[config.mk]
export PLATFORM = sky130hd
export DESIGN_NAME = hazard_scoreboard
export DESIGN_NICKNAME = d
export VERILOG_FILES = /design/src/rtl/hazard_scoreboard.sv
export SDC_FILE = /design/constraint.sdc
export NUM_CORES = 1
export LEC_CHECK = 0
export ABC_CLOCK_PERIOD_IN_PS = 6200
export BUFFER_PORTS_ARGS = -buffer_cell sky130_fd_sc_hd__buf_2
export CAP_MARGIN = 15
export CORE_ASPECT_RATIO = 0.9
export CORE_UTILIZATION = 50
export DETAILED_ROUTE_END_ITERATION = 10
export PLACE_DENSITY = 0.72
export REMOVE_ABC_BUFFERS = 1
export SYNTH_ARGS = -nofsm -noshare
export SYNTH_HDL_FRONTEND = slang
export SYNTH_SLANG_ARGS = --single-unit
[constraint.sdc]
create_clock -name clk -period 6.2 [get_ports clk]
set_clock_uncertainty 0.15 [all_clocks]
set_input_delay 1.24 -clock clk [delete_from_list [all_inputs] [get_ports clk]]
set_output_delay 1.24 -clock clk [all_outputs]
set_load 0.005 [all_outputs]
[src/rtl/hazard_scoreboard.sv]
// -----------------------------------------------------------------------------
// hazard_scoreboard
//
// RAW-hazard tracker that sits beside the decode stage of the pipelined WISC
// core. Each architectural register has a small down-counter. The counter
// holds the number of cycles left until the in-flight result for that register
// can be used. The decode stage is stalled while any source operand it reads
// is still counting.
//
// Every issuing producer loads its own latency, so ALU, load and multi-cycle
// producers all use the same counters. The counter is loaded with
// issue_lat + EARLY_PEN:
//   - a normal (EX-stage) consumer waits while the count is above EARLY_PEN.
//   - an early (decode-stage) consumer, such as a branch, JR or JALR, waits
//     until the count reaches zero.
//
// Parameters
//   REG_W      register address width; NREG = 2**REG_W tracked registers
//   LAT_W      width of issue_lat; producer latency range 0..2**LAT_W-1
//   EARLY_PEN  extra wait of an early consumer beyond a normal consumer
//   PERF_W     width of the saturating stall performance counter
//
// Ports
//   clk, rst           rising-edge clock, asynchronous active-high reset
//   issue_valid        decode instruction advances into EX this cycle
//   issue_wr           advancing instruction writes a register
//   issue_dst          destination register of the advancing instruction
//   issue_lat          cycles after entering EX until the result is forwardable
//   rs_addr, rt_addr   source registers of the instruction in decode
//   rs_used, rt_used   the corresponding source is actually read
//   early              decode instruction consumes its operands in decode
//   freeze             global pipeline hold; scoreboard state is frozen
//   kill               flush; clears every pending entry
//   stall              combinational decode stall
//   busy               per-register pending flag (count != 0)
//   stall_cycles       saturating count of cycles with stall=1 and freeze=0
// -----------------------------------------------------------------------------
module hazard_scoreboard #(
  parameter int REG_W     = 3,
  parameter int LAT_W     = 2,
  parameter int EARLY_PEN = 1,
  parameter int PERF_W    = 16
) (
  input  logic                  clk,
  input  logic                  rst,
  input  logic                  issue_valid,
  input  logic                  issue_wr,
  input  logic [REG_W-1:0]      issue_dst,
  input  logic [LAT_W-1:0]      issue_lat,
  input  logic [REG_W-1:0]      rs_addr,
  input  logic [REG_W-1:0]      rt_addr,
  input  logic                  rs_used,
  input  logic                  rt_used,
  input  logic                  early,
  input  logic                  freeze,
  input  logic                  kill,
  output logic                  stall,
  output logic [2**REG_W-1:0]   busy,
  output logic [PERF_W-1:0]     stall_cycles
);

  localparam int NREG    = 2 ** REG_W;
  localparam int CNT_W   = LAT_W + 1;
  localparam int CNT_MAX = (2 ** CNT_W) - 1;
  localparam int LAT_MAX = (2 ** LAT_W) - 1;

  // The largest value ever loaded is LAT_MAX + EARLY_PEN. It must fit in a
  // counter, otherwise it would wrap and release consumers too early.
  if (EARLY_PEN < 0 || LAT_MAX + EARLY_PEN > CNT_MAX) begin : g_bad_early_pen
    $error("hazard_scoreboard: EARLY_PEN=%0d does not fit in %0d-bit counters",
           EARLY_PEN, CNT_W);
  end

  localparam logic [CNT_W-1:0] PEN = CNT_W'(EARLY_PEN);

  // ---------------------------------------------------------------------------
  // State
  // ---------------------------------------------------------------------------
  logic [CNT_W-1:0]  cnt_q [NREG];
  logic [CNT_W-1:0]  cnt_d [NREG];
  logic [PERF_W-1:0] stall_cycles_q;
  logic [PERF_W-1:0] stall_cycles_d;

  // ---------------------------------------------------------------------------
  // Hazard detection
  //
  // This logic uses only the registered counts and the decode-side inputs. No
  // issue_* signal reaches stall, so stall cannot form a combinational loop
  // through the issue qualification below.
  // ---------------------------------------------------------------------------
  logic [CNT_W-1:0] hz_thresh;
  logic             hz_rs;
  logic             hz_rt;

  always_comb begin
    hz_thresh = early ? '0 : PEN;
    hz_rs     = cnt_q[rs_addr] > hz_thresh;
    hz_rt     = cnt_q[rt_addr] > hz_thresh;
    // If rs_addr == rt_addr, both terms read the same entry. OR-ing the two
    // terms gives the same result as evaluating that register once.
    stall     = (rs_used & hz_rs) | (rt_used & hz_rt);
  end

  // ---------------------------------------------------------------------------
  // Counter next state
  //
  // An instruction held in decode by a stall has not really issued. Masking
  // with stall therefore keeps a stalled writer from reloading its destination
  // every cycle that it waits.
  // ---------------------------------------------------------------------------
  logic iss;

  always_comb begin
    iss = issue_valid & issue_wr & ~stall & ~freeze & ~kill;
    for (int r = 0; r < NREG; r++) begin
      // NOTE: every always_comb output gets a default first; a path that
      // skips the assignment would otherwise infer a latch.
      cnt_d[r] = cnt_q[r];
      if (kill) begin
        cnt_d[r] = '0;
      end else if (!freeze) begin
        if (iss && issue_dst == REG_W'(r)) begin
          // A reload takes priority over the decrement of the same entry. A
          // new latency that is shorter than the remaining count also wins.
          cnt_d[r] = CNT_W'(issue_lat) + PEN;
        end else if (cnt_q[r] != '0) begin
          cnt_d[r] = cnt_q[r] - CNT_W'(1);
        end
      end
    end
  end

  // ---------------------------------------------------------------------------
  // Stall performance counter. It counts only the cycles in which the stall
  // really costs a decode slot (not frozen), and it saturates at all-ones.
  // ---------------------------------------------------------------------------
  always_comb begin
    stall_cycles_d = stall_cycles_q;
    if (stall && !freeze && !(&stall_cycles_q)) begin
      stall_cycles_d = stall_cycles_q + PERF_W'(1);
    end
  end

  // ---------------------------------------------------------------------------
  // Registers
  // ---------------------------------------------------------------------------
  always_ff @(posedge clk or posedge rst) begin
    if (rst) begin
      // NOTE: the counter array is live control state, not data storage, so
      // every entry is reset; stale counts would stall decode after reset.
      for (int r = 0; r < NREG; r++) begin
        cnt_q[r] <= '0;
      end
      stall_cycles_q <= '0;
    end else begin
      // NOTE: sequential state uses non-blocking assignments, so every flop
      // samples the pre-edge values regardless of statement order.
      for (int r = 0; r < NREG; r++) begin
        cnt_q[r] <= cnt_d[r];
      end
      stall_cycles_q <= stall_cycles_d;
    end
  end

  // ---------------------------------------------------------------------------
  // Outputs
  // ---------------------------------------------------------------------------
  always_comb begin
    for (int r = 0; r < NREG; r++) begin
      busy[r] = (cnt_q[r] != '0);
    end
  end

  assign stall_cycles = stall_cycles_q;

endmodule

# --- After elaboration in Yosys (flattened, before gate mapping) ---
# Index checks and enable logic that the tools add are counted.
totals:
  register_bits: 40
  out_inout_bits: 25
  wordCells: 120
op_classes:
  addsub: 10
  order_cmp: 4
  eq_ne: 8
  mux: 39
  bitwise: 12
  n_reduce_logical: 38
op_table:
  columns: ["operator", "n"]
  rows:
  - ["$mux 3", 36]
  - ["$reduce_bool 3->1", 16]
  - ["$sub 3x1->3 const B", 8]
  - ["$bmux 3 s3", 2]
  - ["$add 16x1->16 const B", 1]
  - ["$reduce_and 16->1", 1]
  - ["$reduce_and 2->1", 8]
  - ["$eq 3x3->1 const B", 4]
  - ["$logic_and 1x1->1", 10]
  - ["$ge 4x4->1 const B", 2]
  - ["$not 3->4", 2]
  - ["$and 1x1->1", 6]
  - ["$eq 3x2->1 const B", 2]
  - ["$gt 3x1->1", 2]
  - ["$add 2x1->3 const B", 1]
  - ["$eq 3x1->1 const B", 1]
  - ["$logic_not 3->1", 1]
  - ["$not 1->1", 3]
  - ["$logic_not 1->1", 2]
  - ["$ne 2x1->1 const B", 1]
  - ["$mux 1", 1]
  - ["$or 1x1->1", 1]

# --- Logic depth before layout (Yosys ltp) ---
depth:
  word_depth: 15
  mapped_depth: 11
  ltp_nobuf: 9

# --- Worst setup path before layout ---
# OpenSTA, ideal clock, no wires.
synth_timing:
  path_type: "input -> output"
  startpoint: "in rt_addr[0]"
  endpoint: "out stall"
  arrival_time_ns: 2.827
  required_time_ns: 4.810
  slack_ns: 1.983
  cell_stages: 8
  n_path_buf: 1
  cell_sequence: "mux4_1 -> mux2i_1 -> ha_1 -> nor2_1 -> nor2b_1 -> a221o_1 -> buf_6 -> nand2_1"
synth_between:
  elab_chain_len: 7
synth_rtl:
  columns: ["element", "line", "text"]
  rows:
  - ["from (decl)", "51", "input logic [REG_W-1:0] rt_addr,"]
  - ["$not 3->4 (not written as such)", "98", "hz_rt = cnt_q[rt_addr] > hz_thresh;"]
  - ["$bmux 3 s3", "98", null]
  - ["$mux 3 (not written as such) (2 in series)", "98", null]
  - ["$gt 3x1->1", "98", null]
  - ["$and 1x1->1", "101", "stall = (rs_used & hz_rs) | (rt_used & hz_rt);"]
  - ["$or 1x1->1", "101", null]
  - ["to (decl)", "57", "output logic stall,"]
# No other way between the ends. The select of a mux whose other input is x is not followed.

# --- Final worst setup path ---
# Same ends and word-level chain as after synthesis.

==> impl_metrics.toml <==
[global_route]
busiest_layer = "met2"
via_count_of_the_first_global_routing_pass = 2319
grt_use_met3_pct = 3.73
grt_remaining_overflow = 0
grt_util_met1_pct = 31.4
grt_use_total_pct = 22.6
grt_first_pass_wirelength_um = 11100
grt_util_met2_pct = 37.7
grt_start_max_net_pins = 48
grt_antenna_before_repair = 0

[routing]
drt-wirelength-per-cell_um = 15.8
drt-pass1-iter-count = 4
drtAntennaViolNets = 0
drc = 0
num_vias = 2469
detail_route.vias_per_cell = 5.86
detail_route.wirelength_um = 6660
dr.first_iter.drc_count = 268

[finish]
finalCoreUtilization_pct = 57.6
area.growth.synth_to_final_pct = 10.8
num-fill-cells = 498
post_route_cells_drive_above_1_share_pct = 19.1
final_cell_area_um2 = 3280
antenna_cells = 0
number_of_nets_in_the_finished_design = 391

[power]
power_frac_seq_pct = 32.0
internal_power_mw = 0.761
power.density_cell_area_nw_per_um2 = 399
p_switching_mw = 0.550
power.combinational.fraction_pct = 55.2
ir_drop_mv = 0.233
p_leak_nw = 1.56
switching_share_pct = 41.9
clkPwrFrac_pct = 12.8

[place]
placed_cell_area_um2 = 3200
gp_congestion = 0.921
detailed_placer_s_ending_hpwl_um = 4900
dp_worst_setup_slack_ns = 1.61
port-buffer-count = 44

[clock_network]
clk_pin_slew_worst_paths_ns = 0.07
cts_tree = "built"
cts.sinks = 40
ctsHtreeMaxLevel = 2
clk_latency_ns = 0.29
numCtsBuffers = 5
cts_buffer_depth = 2
number_of_setup_buffers_added_after_cts = 0
post_cts.resized_instances = 0
postCtsHoldBufs = 0
cts_root_buf = "sky130_fd_sc_hd__clkbuf_8"

[synth]
synth_top_area_share_pct = 33.8
async_flop_share_pct = 100
post_synth_instance_area_um2 = 2960
synth-edff-count = 0
synth_area_leaders = "sky130_fd_sc_hd__dfrtp_1 (34%), sky130_fd_sc_hd__ha_1 (8.4%), sky130_fd_sc_hd__mux2i_1 (6.8%)"
synthesis_stage_register_bit_count = 40
yosys_warnings = 0
synth_top_flop_cell = "sky130_fd_sc_hd__dfrtp_1"
syn_area_per_cell_um2 = 9.43
synth.lib_cells_used.distinct = 43
synth_seq_area_share_pct = 33.8
synth_largest_area_cell = "sky130_fd_sc_hd__dfrtp_1"
syn-instance-count = 314

[sta]
finalCritPeriodShare_pct = 73.9
tightestPinTransition_ns = 1.17
finalSetupTns_ns = 0
setup_viol = 0
finalWorstSetupSlack_ns = 1.62
timing_hold_violations_final = 0
slew_violations = 0
relative_slew_slack_pct = 21.7
maxClockFrequency_mhz = 218
layout_min_cycle_time_ns = 4.58
rsz0062_at_grt = "false"

[floorplanning]
dieWidth_um = 83.1
initial_utilization_pct = 52.0
core_area_um2 = 5690
die_h_um = 75.0
rows = 26
dieArea_um2 = 6240
boundaryPins = 45

[critical_path]
reg2regPathDepth = 9
worst_setup_path_start_kind = "primary input"
critical-path-slowest-cell = "sky130_fd_sc_hd__mux4_1"
crit_path_cell_trace = "buf_2, mux4_1, mux2i_1, ha_1, nor2_1, nor2b_1, a221o_1, nand2_1, buf_2"
critical_path.endpoint_type = "primary output"
critical-path-max-stage-delay_ns = 0.55
worst_ep_required_time_ns = 4.81
crit_type = "in -> out"
worst_path_max_fanout = 10
timing.critical_path.mode_cell = "sky130_fd_sc_hd__buf_2"
cp.arrival_ns = 3.19

[status]
status = "finished clean"

[job]
drv_cap = 0

[min_path]
whs_path_depth = 1
holdCritPathClass = "reg -> reg"
==> cell usage after synthesis, types with 2 or more instances <==
library cell,number
sky130_fd_sc_hd__nor4_4,2
sky130_fd_sc_hd__mux4_1,3
sky130_fd_sc_hd__nor2_1,28
sky130_fd_sc_hd__o21ai_0,4
sky130_fd_sc_hd__nor4_1,7
sky130_fd_sc_hd__nor4b_1,4
sky130_fd_sc_hd__nand3b_1,2
sky130_fd_sc_hd__inv_1,39
sky130_fd_sc_hd__xor2_1,13
sky130_fd_sc_hd__or2_2,2
sky130_fd_sc_hd__nand2_1,15
sky130_fd_sc_hd__a211oi_1,16
sky130_fd_sc_hd__nor2b_1,2
sky130_fd_sc_hd__a21oi_1,9
sky130_fd_sc_hd__or3_1,2
sky130_fd_sc_hd__a22oi_1,14
sky130_fd_sc_hd__mux4_2,5
sky130_fd_sc_hd__o211ai_1,2
sky130_fd_sc_hd__nor3b_1,3
sky130_fd_sc_hd__buf_6,2
sky130_fd_sc_hd__mux2_2,2
sky130_fd_sc_hd__mux2i_1,20
sky130_fd_sc_hd__nand3_1,13
sky130_fd_sc_hd__dfrtp_1,40
sky130_fd_sc_hd__nor3_1,14
sky130_fd_sc_hd__nand4_1,3
sky130_fd_sc_hd__clkbuf_1,10
sky130_fd_sc_hd__a311oi_1,2
sky130_fd_sc_hd__xnor2_1,2
sky130_fd_sc_hd__a221o_1,2
sky130_fd_sc_hd__ha_1,20
==> power groups by stage <==
stage	clock network [mW]	registers (mW)	logic, mW
after floorplan	0	0.404	0.529
after global placement	0	0.420	0.699
after detailed placement	0	0.423	0.724
after CTS	0.171	0.419	0.726
after global routing	0.184	0.434	0.822
final	0.168	0.419	0.723
==> layout by cell type (no fill, tap or decap), types with 9 or more instances in the layout <==
cell / synthesis / routed
sky130_fd_sc_hd__buf_2: 1 / 44
sky130_fd_sc_hd__dfrtp_1: 40 / 40
sky130_fd_sc_hd__inv_1: 39 / 39
sky130_fd_sc_hd__nor2_1: 28 / 28
sky130_fd_sc_hd__mux2i_1: 20 / 20
sky130_fd_sc_hd__ha_1: 20 / 20
sky130_fd_sc_hd__a211oi_1: 16 / 16
sky130_fd_sc_hd__nand2_1: 15 / 15
sky130_fd_sc_hd__a22oi_1: 14 / 14
sky130_fd_sc_hd__nor3_1: 14 / 14
sky130_fd_sc_hd__nand3_1: 13 / 13
sky130_fd_sc_hd__xor2_1: 13 / 13
sky130_fd_sc_hd__a21oi_1: 9 / 9
==> state kept, by name (all words and copies together) (netlist names) <==
signal / flops
cnt_q: 24
stall_cycles: 16
==> worst max-delay path, delay by kind of cell <==
family                     cells  cell delay [ns]
AOI/OAI and AO/OA              1             0.45
adders and majority gates      1             0.24
buffers and inverters          2             0.25
muxes                          2             0.70
and+or+nand+nor                3             0.31
==> metal layers <==
| layer | up-vias | wire length [µm] | share of wire (%) |
|---|---|---|---|
| met5 | - | 0 | 0 |
| met4 | 0 | 65 | 0.98 |
| met3 | 7 | 366 | 5.5 |
| met2 | 64 | 3100 | 47 |
| met1 | 1188 | 3120 | 47 |
| li1 | 1210 | - | - |
==> metrics by stage <==
step	std cells	total power, mW	hold slack, ns
after global placement	414	1.12	0.327
final	421	1.31	0.342
after global routing	421	1.44	0.368
after CTS	421	1.32	0.345
after floorplan	299	0.933	0.334
after detailed placement	414	1.15	0.330
==> path summary, 6_finish.rpt <==
path	from	to	slack (ns)
max	rt_addr[0]	stall	1.62
min reg2reg	stall_cycles[13]	stall_cycles[13]	0.34
max reg2reg	cnt_q[6]	stall_cycles[1]	2.99
min	stall_cycles[13]	stall_cycles[13]	0.34
min in group asynchronous	rst	cnt_q[16]	0.91
max in group asynchronous	rst	cnt_q[19]	4.62
==> area by class of cell <==
| type | count | area, µm² | share of cell area, % |
|---|---|---|---|
| flip-flops and latches | 40 | 1000 | 30.5 |
| multi-input cells | 220 | 1740 | 53.0 |
| clock buffers | 5 | 68.8 | 2.10 |
| inverters | 39 | 146 | 4.46 |
| well taps | 70 | 87.6 | 2.67 |
| repair buffers | 45 | 228 | 6.94 |
| clock inverters | 2 | 12.5 | 0.381 |
==> cell families (layout without fill, tap and decap cells) <==
group / count (synthesis) / count (layout) / share of synthesized area [%]
DFF: 40 / 40 / 33.8
and+or+nand+nor: 103 / 103 / 19.2
AOI/OAI and AO/OA: 52 / 52 / 12.6
xor gates and xnor gates: 15 / 15 / 4.44
buffers and inverters: 54 / 91 / 7.52
muxes: 30 / 30 / 14.0
adders and majority gates: 20 / 20 / 8.45
Power figures use the tool's default switching activity.
